File: src/rtl/switch_arb_pkg.sv
// Shared types, constants and helpers for the switch_arbiter_rr core and its picker.
package switch_arb_pkg;

  typedef enum logic {
    IDLE  = 1'b0,
    GRANT = 1'b1
  } arb_state_e;

  localparam int PRIO_RR    = 0;
  localparam int PRIO_FIXED = 1;

  // Width of an index into n entries; kept at least 1 so degenerate sizes still elaborate.
  function automatic int idx_width(input int n);
    return (n > 1) ? $clog2(n) : 1;
  endfunction

endpackage

File: src/rtl/rr_pick.sv
// Combinational request picker: round-robin scan from a start pointer, or lowest index
// first when mode is set. Ports in excl are never chosen.
module rr_pick
  import switch_arb_pkg::*;
#(
  parameter int N  = 9,
  parameter int IW = idx_width(N)
) (
  input  logic [N-1:0]  req,
  input  logic [IW-1:0] start,
  input  logic [N-1:0]  excl,
  input  logic          mode,
  output logic [N-1:0]  onehot,
  output logic [IW-1:0] idx,
  output logic          any
);

  logic [N-1:0]  masked;
  logic [IW:0]   sum;
  logic [IW-1:0] pos;

  assign masked = req & ~excl;

  // NOTE: every signal written here gets a default first, so no path can infer a latch.
  always_comb begin
    onehot = '0;
    idx    = '0;
    any    = 1'b0;
    sum    = '0;
    pos    = '0;
    for (int i = 0; i < N; i++) begin
      // Candidate i positions after the pointer, wrapped back into 0..N-1.
      sum = mode ? (IW+1)'(i) : {1'b0, start} + (IW+1)'(i);
      if (sum >= (IW+1)'(N)) sum = sum - (IW+1)'(N);
      pos = sum[IW-1:0];
      if (!any && masked[pos]) begin
        any = 1'b1;
        idx = pos;
      end
    end
    if (any) onehot[idx] = 1'b1;
  end

endmodule

File: src/rtl/switch_arbiter_rr.sv
// N-port switch arbiter: round-robin or fixed-priority grant with bounded tenure and a
// registered forward of the owner's serial data bit.
module switch_arbiter_rr
  import switch_arb_pkg::*;
#(
  parameter int NUM_PORTS = 9,
  parameter int MAX_HOLD  = 16,
  parameter int PRIO_MODE = 0
) (
  input  logic                              core_clock,
  input  logic                              core_rst,
  input  logic [NUM_PORTS-1:0]              req,
  input  logic [NUM_PORTS-1:0]              din,
  output logic [NUM_PORTS-1:0]              gnt,
  output logic [idx_width(NUM_PORTS)-1:0]   gnt_id,
  output logic                              busy,
  output logic                              dout,
  output logic                              dout_vld,
  output logic                              timeout
);

  localparam int              IW        = idx_width(NUM_PORTS);
  localparam int              CW        = idx_width(MAX_HOLD);
  localparam logic [CW-1:0]   HOLD_LAST = CW'(MAX_HOLD - 1);
  localparam logic [IW-1:0]   LAST_PORT = IW'(NUM_PORTS - 1);
  localparam logic            FIXED     = (PRIO_MODE == PRIO_FIXED);

  arb_state_e           state_q, state_d;
  logic [NUM_PORTS-1:0] gnt_d;
  logic [IW-1:0]        gnt_id_d;
  logic [IW-1:0]        ptr_q, ptr_d;
  logic [CW-1:0]        hold_q, hold_d;
  logic                 timeout_d;
  logic                 take;

  logic [NUM_PORTS-1:0] excl;
  logic [NUM_PORTS-1:0] pick_oh;
  logic [IW-1:0]        pick_idx;
  logic                 pick_any;

  // The current owner is excluded so release and timeout hand over to someone else.
  assign excl = (state_q == GRANT) ? gnt : '0;
  assign busy = (state_q == GRANT);

  rr_pick #(
    .N  (NUM_PORTS),
    .IW (IW)
  ) u_pick (
    .req    (req),
    .start  (ptr_q),
    .excl   (excl),
    .mode   (FIXED),
    .onehot (pick_oh),
    .idx    (pick_idx),
    .any    (pick_any)
  );

  always_comb begin
    state_d   = state_q;
    gnt_d     = gnt;
    gnt_id_d  = gnt_id;
    ptr_d     = ptr_q;
    hold_d    = hold_q;
    timeout_d = 1'b0;
    take      = 1'b0;
    unique case (state_q)
      IDLE: take = pick_any;
      GRANT: begin
        if (!req[gnt_id]) begin
          take = pick_any;
          if (!pick_any) begin
            state_d = IDLE;
            gnt_d   = '0;
            hold_d  = '0;
          end
        end else if (hold_q == HOLD_LAST) begin
          // Tenure exhausted: hand over if anyone else waits, else restart the count.
          timeout_d = 1'b1;
          take      = pick_any;
          if (!pick_any) hold_d = '0;
        end else begin
          hold_d = hold_q + 1'b1;
        end
      end
      default: ;
    endcase
    if (take) begin
      state_d  = GRANT;
      gnt_d    = pick_oh;
      gnt_id_d = pick_idx;
      hold_d   = '0;
      ptr_d    = (pick_idx == LAST_PORT) ? '0 : pick_idx + 1'b1;
    end
  end

  // NOTE: sequential state uses non-blocking assignments so every flop samples pre-edge values.
  always_ff @(posedge core_clock) begin
    if (core_rst) begin
      state_q  <= IDLE;
      gnt      <= '0;
      gnt_id   <= '0;
      ptr_q    <= '0;
      hold_q   <= '0;
      timeout  <= 1'b0;
      dout     <= 1'b0;
      dout_vld <= 1'b0;
    end else begin
      state_q  <= state_d;
      gnt      <= gnt_d;
      gnt_id   <= gnt_id_d;
      ptr_q    <= ptr_d;
      hold_q   <= hold_d;
      timeout  <= timeout_d;
      dout_vld <= (state_q == GRANT);
      dout     <= (state_q == GRANT) ? din[gnt_id] : 1'b0;
    end
  end

endmodule

File: config.mk
export PLATFORM = sky130hd
export DESIGN_NAME = switch_arbiter_rr
export DESIGN_NICKNAME = d
export VERILOG_FILES = /design/src/rtl/switch_arb_pkg.sv /design/src/rtl/rr_pick.sv /design/src/rtl/switch_arbiter_rr.sv
export SDC_FILE = /design/constraint.sdc
export NUM_CORES = 1
export LEC_CHECK = 0
export BUFFER_PORTS_ARGS = -buffer_cell sky130_fd_sc_hd__buf_2
export CAP_MARGIN = 20
export CORE_ASPECT_RATIO = 1.75
export CORE_MARGIN = 2
export CORE_UTILIZATION = 40
export DETAILED_ROUTE_END_ITERATION = 8
export GPL_TIMING_DRIVEN = 0
export PLACE_DENSITY = 0.55
export SYNTH_ARGS = -nofsm -noshare
export SYNTH_HDL_FRONTEND = slang
export SYNTH_HIERARCHICAL = 1
export SYNTH_SLANG_ARGS = --single-unit
File: constraint.sdc
create_clock -name core_clock -period 6.1 [get_ports core_clock]
set_input_delay 0.61 -clock core_clock [delete_from_list [all_inputs] [get_ports core_clock]]
set_output_delay 0.61 -clock core_clock [all_outputs]
set_load 0.02 [all_outputs]
* Yosys cells after proc, flatten, opt, wreduce, memory -nomap -nowiden *
Index checks and enable logic that the tools add are counted.

cells by class
  $add $sub $neg = 19
  magnitude comparators = 21
  equal/unequal tests = 4
  multiplexer cells = 69
  bitwise logic cells = 4
  reductions and logical operators = 22

operator list
  operator                                                     number
  two-way mux 4 bit                                            22
  less-than comparator 4 x 5 -> 1 bit (second input constant)  11
  two-way mux 9 bit                                            6
  binary-select mux 1 bit (select 4 bit)                       11
  >= comparator 5 x 4 -> 1 bit (second input constant)         8
  subtractor 4 bit (second input constant)                     9
  two-way mux 1 bit                                            28
  adder 4 x 3 -> 5 bit (second input constant)                 4
  adder 4 x 2 -> 5 bit (second input constant)                 2
  AND 9 bit                                                    1
  logical AND 1 bit                                            9
  NOT 9 bit                                                    1
  adder 4 x 1 -> 4 bit (second input constant)                 2
  == test 4 bit (second input constant)                        2
  logical NOT 1 bit                                            8
  adder 4 x 1 -> 5 bit (second input constant)                 1
  adder 4 x 4 -> 5 bit (second input constant)                 1
  demux 1 bit (select 4 bit)                                   1
  >= comparator 4 x 1 -> 1 bit (second input constant)         1
  >= comparator 4 bit (second input constant)                  1
  inequality test 2 bit (second input constant)                2
  OR reduction 2 bit                                           2
  AND reduction 3 bit                                          1
  OR reduction 3 bit                                           1
  3 further kinds                                              4

storage, ports and cells
  bits in registers = 25
  bits of input ports = 20
  output and inout port bits = 17

* Depth between registers and ports, before layout *
Gate-level depths: netlist of run 1.

  depth in word-level cells = 36
  mapped depth = 27
  depth with buffers taken out = 23

* Cells and area by module *
The synthesis of run 1 kept the hierarchy.

by module, submodules not included
  module             times used  cells an instance  area each (um2)
  rr_pick            1           607                4260.3
  switch_arbiter_rr  1           141                1321.3

* Least setup slack after synthesis of run 1 *
OpenSTA, ideal clock, no wires.

  path kind = register -> register
  from = register ptr_q[0]
  to = register ptr_q[3]
  setup time = 71 ps
  data arrival time = 5039 ps
  path slack = 990 ps
  stages on the path, launching flop included = 27
  buffers on the path = 4
  cells stage by stage = dfxtp_1 buf_4 buf_6 buf_6 clkinv_1 ha_1 and2b_1 ha_1 and4bb_2 nand2_1 a211o_1 and2_1 buf_6 o41a_1 o32ai_4 nand4bb_4 nor2_4 a2111oi_4 nor2_2 inv_1 inv_1 ha_1 nand2b_1 nand3_1 o21ai_0 o211ai_1 a21oi_1

between the ends
  elaborated cells on any way between the ends = 93
  those cells by class = 18 x add/sub; 9 x order compare; 1 x eq/ne; 49 x mux; 16 x reduce/logical

RTL lines
  item                                                           RTL line                  text
  from (decl)                                                    switch_arbiter_rr.sv:31   logic [IW-1:0] ptr_q, ptr_d;
  from (signal assigned)                                         switch_arbiter_rr.sv:111  ptr_q <= ptr_d;
  branches (longest 28 deep; another with adder 4 x 1 -> 5 bit)  n/a
  two-way mux 4 bit (*)                                          rr_pick.sv:36             if (!any && masked[pos]) begin
  via pick_idx[0]                                                switch_arbiter_rr.sv:38   logic [IW-1:0] pick_idx;
  adder 4 x 1 -> 4 bit / == test 4 bit (equally long branches)   switch_arbiter_rr.sv:92   ptr_d = (pick_idx == LAST_PORT) ? '0 : pick_idx + 1'b1;
  two-way mux 4 bit (*)                                          switch_arbiter_rr.sv:92

Mark *: on every way through the listed nets, which the timed path passes. The select of a mux whose other input is x is not followed.
A chain may end at the register's enable or synchronous reset.

* Worst setup path after layout of run 1 *
Ends and elaborated chain as after synthesis.

==> impl_results.md, run 1 <==
* GR Overflow Total at 0
* Final setup vio count at 0
* Initial antenna violation count at 0
* Initial core utilization at 0.4055
* Critical Path Fanout Max at 10
* Total negative setup slack at 0 ns
* Max Clk Rate at 0.1706 GHz
* EDFF count, synth at 0
* Min-Delay Path Class: reg -> reg
* Final WS setup at between 0.2 and 0.25 ns
* Status: finished clean
* Met1 usage at 0.3823
* # H-tree levels at 1
* Worst endpoint required time at ~6.3 ns
* Die area at 14,950 um2
* Async set-or-reset flop fraction in the synthesized netlist at 0
* Crit share post-route at 0.9610
* Total Routing Usage GR at 0.3457
* Setup crit end kind: flop
* Placer Congestion at 1.020
* # IOs at 37
* Clock-pin slew on the worst setup and hold paths at around 0.07 ns
* Drt initial violations at 687
* Share of cells above drive strength 1 at 0.2058
* Met2 usage at 0.5847
* Drt total wl at 26.00 mm
* Sequential-to-total area share from yosys stat at 0.08967
* Max Cap Viol at 0
* Count of different cell masters after synthesis at between 100 and 150
* Post-Place Setup Slack at -0.5948 ns
* WS Path Type: reg -> reg
* Post-DP HPWL at 20.59 mm
* Ys Warns at 6
* I/O Buffers at 36
* Total power at 3.406 mW
* Die width at 93.30 um
* Rel. slew slack at 0.3747
* Mean Syn Cell Area at 7.462 um2
* FP Rows at 57
* Met3 GRT Util at 0.03019
* Pwr per Cell Area at 547.2 nW/um2
* Layout net count at 833
* Gate Count Post-Synth at 748
* # DRC at 0
* Yosys reg bits at 25
* Final Util at 0.4522
* Diodes inserted at 0
* Largest net degree at the start of global routing at 16
* Post-DRT Antenna Nets at 0
* Die Ht at about 160 um
* Count of final hold-check violations at 0
* CTS buffer count at 3
* DR pass1 iterations at 5
* Area Growth Syn to Fin at 11.52%
* Pleak at 2.262 nW
* Wire length of the first global-routing pass at 39.36 mm
* TritonCTS clock tree: built
* Clk sink count at 25
* Fill count at 1,438
* Via count at roughly 6,600
* Core area at 13,760 um2
* Busiest grt layer: met2
* Post-DR vias/cell at 6.798
* Max Clock Skew at 0.007996 ns
* Number of global-route vias before repair at 6,421
* Longest Clk Path Bufs at 2
* Placed cell count at 963
* CTS Hold Bufs at 0
* Top_reg_cell synth: dfxtp_1
* RSZ-0062 raised after global routing: false
* Synthesized area at 5582 um2
* Routed len/inst at 26.83 um
* WP data arrival at 6.06 ns
* Non-Filler Instances at 969
* Slew @ Worst Pin at between 0.9 and 1 ns
* Root Driver: clkbuf_16
* Worst VDD drop at 0.3841 mV
* Worst Setup Start Kind: flop
* Final worst path period need at just under 6 ns
* Clk Latency, worst-skew pair at between 0.2 and 0.3 ns
* Final Max Slew Viols at 0
[layout make-up]
class / count / area [um2] / share of cell area
multi-input cells: 649 / 4808 / 0.7725
flip-flops and latches: 25 / 503.0 / 0.08080
plain buffers: 54 / 321.6 / 0.05166
well taps: 177 / 221.5 / 0.03558
repair buffers: 40 / 210.2 / 0.03377
inverters: 20 / 77.57 / 0.01246
clock buffers: 3 / 75.07 / 0.01206
clock inverters: 1 / 7.507 / 0.001206
[path summary, 6_finish.rpt]
path	endpoint	depth (start not counted)	slack (ns)	startpoint
setup / recovery	ptr_q[3]$_SDFFE_PP0P_	26	0.24	ptr_q[0]$_SDFFE_PP0P_
hold reg to reg	hold_q[0]$_SDFFE_PP0P_	2	0.51	hold_q[0]$_SDFFE_PP0P_
setup reg to reg	ptr_q[3]$_SDFFE_PP0P_	26	0.24	ptr_q[0]$_SDFFE_PP0P_
hold / removal	hold_q[0]$_SDFFE_PP0P_	2	0.51	hold_q[0]$_SDFFE_PP0P_
[routing by layer]
layer  vias to the layer above  wire, um  part of all wire
met5                         -         0                 0
met1                      3129      9287              0.36
met3                       111      1308             0.050
met4                         0      2684              0.10
met2                       350     12720              0.49
li1                       2997         -                 -
[synth_stat cells (6+ instances only)]
| master | number | area (um2) |
|---|---|---|
| nand2_1 | 53 | 198.9 |
| o21ai_0 | 51 | 255.2 |
| nor2_1 | 46 | 172.7 |
| a21oi_1 | 38 | 190.2 |
| nor3_1 | 29 | 145.1 |
| dfxtp_1 | 25 | 500.5 |
| nand3_1 | 24 | 120.1 |
| nand2b_1 | 23 | 143.9 |
| o211ai_1 | 23 | 172.7 |
| mux2i_1 | 22 | 220.2 |
| nor2b_1 | 22 | 137.6 |
| ha_1 | 20 | 250.2 |
| and2_1 | 19 | 118.9 |
| buf_2 | 19 | 95.09 |
| clkbuf_1 | 16 | 60.06 |
| inv_1 | 15 | 56.30 |
| a22o_1 | 12 | 105.1 |
| a31oi_1 | 12 | 75.07 |
| a211oi_1 | 10 | 75.07 |
| xnor2_1 | 10 | 87.58 |
| a32oi_1 | 9 | 78.83 |
| buf_6 | 9 | 101.4 |
| nor4_1 | 9 | 56.30 |
| or3_1 | 9 | 56.30 |
| a21o_1 | 7 | 52.55 |
| buf_4 | 7 | 52.55 |
| mux2_2 | 7 | 78.83 |
| nor3b_1 | 7 | 52.55 |
| o22ai_1 | 7 | 43.79 |
| a211o_1 | 6 | 52.55 |
| a21oi_2 | 6 | 52.55 |
| a221oi_1 | 6 | 52.55 |
| o221ai_1 | 6 | 52.55 |
| o31ai_1 | 6 | 45.04 |
| or3b_1 | 6 | 52.55 |
[per-stage QoR]
stage	cell area (um2)	hold slack, ns
CTS	6141	0.5125
global route	6225	0.5316
detailed placement	5991	0.4902
floorplan	5589	0.4706
global placement	5991	0.4968
finish	6225	0.5093
[worst max-delay path, cell delays in order, from the launching register on]
cell       delay, ns
dfxtp_1         0.43
buf_4           0.23
buf_6           0.18
buf_6           0.17
inv_4           0.10
ha_4            0.33
and2b_2         0.27
inv_1           0.16
ha_1            0.24
nor4b_4         0.31
nand2_1         0.14
a21oi_2         0.34
a2bb2oi_4       0.30
a211oi_1        0.07
o32a_2          0.50
o32ai_1         0.37
a31oi_1         0.21
a21oi_4         0.26
nor2_4          0.09
inv_1           0.18
inv_1           0.11
ha_1            0.22
nand2b_1        0.07
nand3_1         0.07
o21ai_0         0.12
o211ai_1        0.12
a21oi_1         0.15
[placed cells by master (no fill, tap or decap), types with 5 or more instances in the layout]
master,count
nor2b_1,22
a221oi_1,6
buf_6,9
o211ai_1,23
mux2i_1,20
buf_2,55
nor3_1,29
a21oi_1,37
ha_1,19
or3b_1,6
a211o_1,6
dfxtp_1,23
nand3_1,24
clkbuf_1,14
and3_1,5
o31ai_1,6
a32oi_1,9
a21oi_2,6
nand2_1,53
nand4_1,5
and2_1,17
o21ai_0,50
o221ai_1,6
a31oi_1,11
or3_1,8
nor3b_1,5
buf_4,11
a21o_1,7
a22o_1,12
nand2b_1,22
xor2_1,5
xnor2_1,10
o22ai_1,7
nor2_1,43
mux2_2,7
a211oi_1,10
inv_1,15
nor4_1,9
[cell families after synthesis]
| family | count (synthesis) | synth area share |
|---|---|---|
| muxes | 35 | 0.07689 |
| buffers and inverters | 76 | 0.07218 |
| AOI/OAI and AO/OA | 278 | 0.3804 |
| adders and majority gates | 20 | 0.04483 |
| DFF | 25 | 0.08967 |
| and+or+nand+nor | 297 | 0.3089 |
| xor gates and xnor gates | 16 | 0.02645 |
| other | 1 | 0.0006718 |
[registers in the layout (all words and copies together) (netlist names)]
register  cells
timeout       1
gnt           9
ptr_q         4
hold_q        4
gnt_id        4
dout_vld      1
busy          1
dout          1
[report_power, final]
group	internal, mW	total [mW]	switching, mW
Clock	0.0893	0.154	0.0645
Sequential	0.208	0.259	0.0518
Combinational	1.11	2.99	1.88
[what timing repair did]
action / in CTS / in global routing
pin swaps: 1 / 2
resized for setup: 13 / 20
setup buffers: 1 / 3
setup endpoints to repair: 19 / 18
(Power assumes the default switching activity.)
==> inputs of run 2 (changes only) <==
--- a/config.mk
+++ b/config.mk
@@ -15,5 +15,4 @@
 export PLACE_DENSITY = 0.55
 export SYNTH_ARGS = -nofsm -noshare
 export SYNTH_HDL_FRONTEND = slang
-export SYNTH_HIERARCHICAL = 1
 export SYNTH_SLANG_ARGS = --single-unit
==> run 2 against run 1 <==
Against the previous run: combinational power rose by 3%; cell area fell by 5.4%; critical endpoint is now gnt[2]$_SDFFE_PP0P_; core utilization rose by 0.52 points; synthesized cell count fell by 3.5%; register-to-register slack barely moved; wire length fell by 6.7%; sequential share of layout area rose by 0.53 points; cell count fell by 2.7%; die area fell by 5.6%.
==> impl_results.md, run 2 <==
* Status: finished clean
* Wire length of the first global-routing pass at 36.07 mm (-8.3%)
* Critical Path Fanout Max at 13 (+3)
* Via count at 6,386 (-3.1%)
* Synth area leader: dfxtp_1
* Area Growth Syn to Fin at 11.92%
* Max Clk Rate at 0.1703 GHz (-0.14%)
* Rel. slew slack at 0.2655 (-0.1092)
* Crit-path most repeated cell: buf_6
* Count of different cell masters after synthesis at 100 (-7.4%)
* Top cells by count, synth: nand2_1 (81), nor2_1 (54), a21oi_1 (51), o21ai_0 (43), ha_1 (27)
* I/O Buffers at 36 (unchanged)
* Initial antenna violation count at 0 (unchanged)
* Number of global-route vias before repair at 6,351 (-1.1%)
* Placement Cell Area at 5669 um2 (-5.4%)
* Multiplexer share of the synthesized area at 0.1030 (+0.02611)
* Total Routing Usage GR at 0.3351 (-0.01058)
* Root Driver: clkbuf_16
* Longest Clk Path Bufs at 2 (unchanged)
* FP Rows at 55 (-3.5%)
* Setup crit end kind: flop
* Reg2reg path depth at 23 (-12%)
* Total power at 3.541 mW (+4.0%)
* Max Cap Viol at 0 (unchanged)
* Non-Filler Instances at 943 (-2.7%)
* RR Startpoint: ptr_q[0]$_SDFFE_PP0P_
* Compound-Gate Fraction of Synth Area at 0.3635 (-0.01694)
* Core area at 12,870 um2 (-6.5%)
* Diodes inserted at 0 (unchanged)
* Placer Congestion at 1.036 (+1.6%)
* Synthesized area at 5260 um2 (-5.8%)
* Clk sink count at 25 (unchanged)
* CTS buffer count at 3 (unchanged)
* Largest net degree at the start of global routing at 18 (+2)
* Worst VDD drop at 0.4001 mV (+4.2%)
* CTS Hold Bufs at 0 (unchanged)
* # IOs at 37 (unchanged)
* Post-Syn Nets at 769
* Largest Register: gnt
* Share of cells above drive strength 1 at 0.1943 (-0.01151)
* Post-DRT Antenna Nets at 0 (unchanged)
* Adder-Cell Fraction of Synth Area at 0.06422 (+0.01939)
* GR Overflow Total at 0 (unchanged)
* Mean Syn Cell Area at 7.285 um2 (-2.4%)
* Hold Crit Start: gnt[8]$_SDFFE_PP0P_
* Min-Delay Path Class: reg -> reg
* DR pass1 iterations at 5 (unchanged)
* Worst Setup Start Kind: flop
* Ys Warns at 0 (-6)
* WHS at 0.4803 ns (-0.02898 ns)
* Setup slack, reg-to-reg at 0.23 ns (about the same)
* Top_reg_cell synth: dfxtp_1
* WP data arrival at 6.07 ns (about the same)
* Initial core utilization at 0.4088 (+0.003242)
* Most frequent cell after synthesis: nand2_1
* Commonest cells after routing, fill and taps aside: nand2_1 (81), nor2_1 (53), a21oi_1 (51)
* Die width at 90.69 um (-2.8%)
* Layout net count at 820 (-1.6%)
* Die Ht at 155.7 um (-2.8%)
* Drt total wl at 24.25 mm (-6.7%)
* Yosys reg bits at 25 (unchanged)
* Finished Cell Area at 5887 um2 (-5.4%)
* Async set-or-reset flop fraction in the synthesized netlist at 0 (unchanged)
* Count of final hold-check violations at 0 (unchanged)
* Clk Latency, worst-skew pair at 0.27 ns (about the same)
* # H-tree levels at 1 (unchanged)
* Largest family of logic cells by synthesized area: compound AO/OA/AOI/OAI gates
* Final worst path period need at 5.871 ns (+0.008522 ns)
* Max Clock Skew at 0.003655 ns (-0.004341 ns)
* EDFF count, synth at 0 (unchanged)
* CP peak stage delay at 0.49 ns (about the same)
* Die area at 14,120 um2 (-5.6%)
* Gate Count Post-Synth at 722 (-3.5%)
* Reg2reg end: gnt[2]$_SDFFE_PP0P_
* Crit share post-route at 0.9624 (+0.001397)
* Slew @ Worst Pin at 1.092 ns (+0.1619 ns)
* Pwr per Cell Area at 601.6 nW/um2 (+9.9%)
* Sequential-to-total area share from yosys stat at 0.09515 (+0.005481)
* Simple-gate share of the synthesized area at 0.2795 (-0.02940)
* Post-DR vias/cell at 6.772 (-0.38%)
* TritonCTS clock tree: built
* Drt initial violations at 777 (+13%)
* Routed len/inst at 25.71 um (-4.2%)
* Placed cell count at 931 (-3.3%)
* Ranking of synthesized cells by area: dfxtp_1 (9.5%), ha_1 (6.4%), nand2_1 (5.8%)
* # DRC at 0 (unchanged)
* CP cell instances: buf_6 > buf_8 > buf_6 > inv_1 > buf_2 > buf_6 > ha_1 > buf_2 > or3b_4 > o22ai_1 > and2_1 > nand3_1 > or4_1 > and4bb_4 > nor4b_2 > and3_1 > a2111oi_2 > a31oi_2 > inv_2 > ha_1 > nand2_1 > or3_1 > a21oi_1
* Slowest-stage cell, CP: or4_1
* Total negative setup slack at 0 ns (unchanged)
* Final setup vio count at 0 (unchanged)
* Most common cell after layout, fill and taps aside: nand2_1
* Pleak at 2.362 nW (+4.4%)
* Post-DP HPWL at 18.91 mm (-8.2%)
* Clock-pin slew on the worst setup and hold paths at 0.07 ns (about the same)
* Final Max Slew Viols at 0 (unchanged)
* Min-Delay Endpoint: gnt[8]$_SDFFE_PP0P_
* WS Path Type: reg -> reg
* Worst endpoint required time at 6.30 ns (about the same)
* Fraction of post-synthesis cell area in the top cell type by area at 0.09515 (+0.005481)
* Hold path cells at 2 (unchanged)
* Max FFs per register at 9 (unchanged)
* Synth Area in XOR/XNOR at 0.03639 (+0.009942)
-- run 2: cell count changes after synthesis, moves of 8 or more --
cell | previous run | this run
o211ai_1 | 23 | 8
nand2_1 | 53 | 81
a22o_1 | 12 | 2
a21oi_1 | 38 | 51
nand2b_1 | 23 | 10
o21ai_0 | 51 | 43
nor2b_1 | 22 | 12
nor2_1 | 46 | 54
nor3_1 | 29 | 21
-- run 2: kinds of logic (layout without fill, tap and decap cells) --
group,after synthesis,after routing
buffers and inverters,62,112
muxes,44,44
adders and majority gates,27,27
and+or+nand+nor,278,278
xor gates and xnor gates,21,21
DFF,25,25
AOI/OAI and AO/OA,265,265
-- run 2: metal layers --
layer / track usage / share of wire
met4: 0.2982 / 0.11
met2: 0.6077 / 0.49
met3: 0.04493 / 0.062
met1: 0.3281 / 0.34
met5: 0 / 0
-- run 2: what timing repair did --
action,CTS,global route
endpoints found under the setup margin,16,13
buffers inserted,0,9
gates resized for setup,12,13
pin swaps,2,2
-- run 2: how the worst max path moves through the flow --
stage / start / to / slack, ns / depth (start not counted)
2_1_floorplan: ptr_q[0]$_SDFFE_PP0P_ / ptr_q[2]$_SDFFE_PP0P_ / 0.89 / 23
3_3_place_gp: ptr_q[0]$_SDFFE_PP0P_ / ptr_q[3]$_SDFFE_PP0P_ / -0.76 / 23
3_5_place_dp: ptr_q[0]$_SDFFE_PP0P_ / ptr_q[3]$_SDFFE_PP0P_ / -0.84 / 23
4_1_cts: ptr_q[0]$_SDFFE_PP0P_ / gnt[2]$_SDFFE_PP0P_ / 0.09 / 23
5_1_grt: ptr_q[0]$_SDFFE_PP0P_ / ptr_q[2]$_SDFFE_PP0P_ / -0.06 / 22
6_report: ptr_q[0]$_SDFFE_PP0P_ / gnt[2]$_SDFFE_PP0P_ / 0.23 / 23
-- run 2: where the power goes --
part / internal, mW / switching, mW / leakage [nW]
Combinational: 1.15 / 1.94 / 2.12
Sequential: 0.210 / 0.0827 / 0.206
Clock: 0.0894 / 0.0654 / 0.0371
-- run 2: stage by stage --
| step | worst slack [ns] | util |
|---|---|---|
| 2_1_floorplan | 0.8884 | - |
| 3_3_place_gp | -0.7608 | 0.4394 |
| 3_5_place_dp | -0.8391 | 0.4405 |
| 4_1_cts | 0.08740 | 0.4487 |
| 5_1_grt | -0.05566 | 0.4575 |
| 6_report | 0.2293 | 0.4575 |
-- run 2: layout make-up --
cell class	count	area (um2)
clock buffers	3	75.07
repair buffers	48	270.3
inverters	17	67.56
plain buffers	43	249.0
flip-flops and latches	25	506.7
fillers	1357	6982
multi-input cells	635	4497
well taps	171	214.0
clock inverters	1	7.507
-- run 2: worst max-delay path: cells and delay by family, from the launching register on --
kind | cells | cell delay, ns
adder cells (fa/ha/maj) | 2 | 0.48
AND/OR/NAND/NOR | 9 | 2.43
buffers and inverters | 8 | 1.35
AO/OA/AOI/OAI | 4 | 1.08
flip-flops | 1 | 0.43
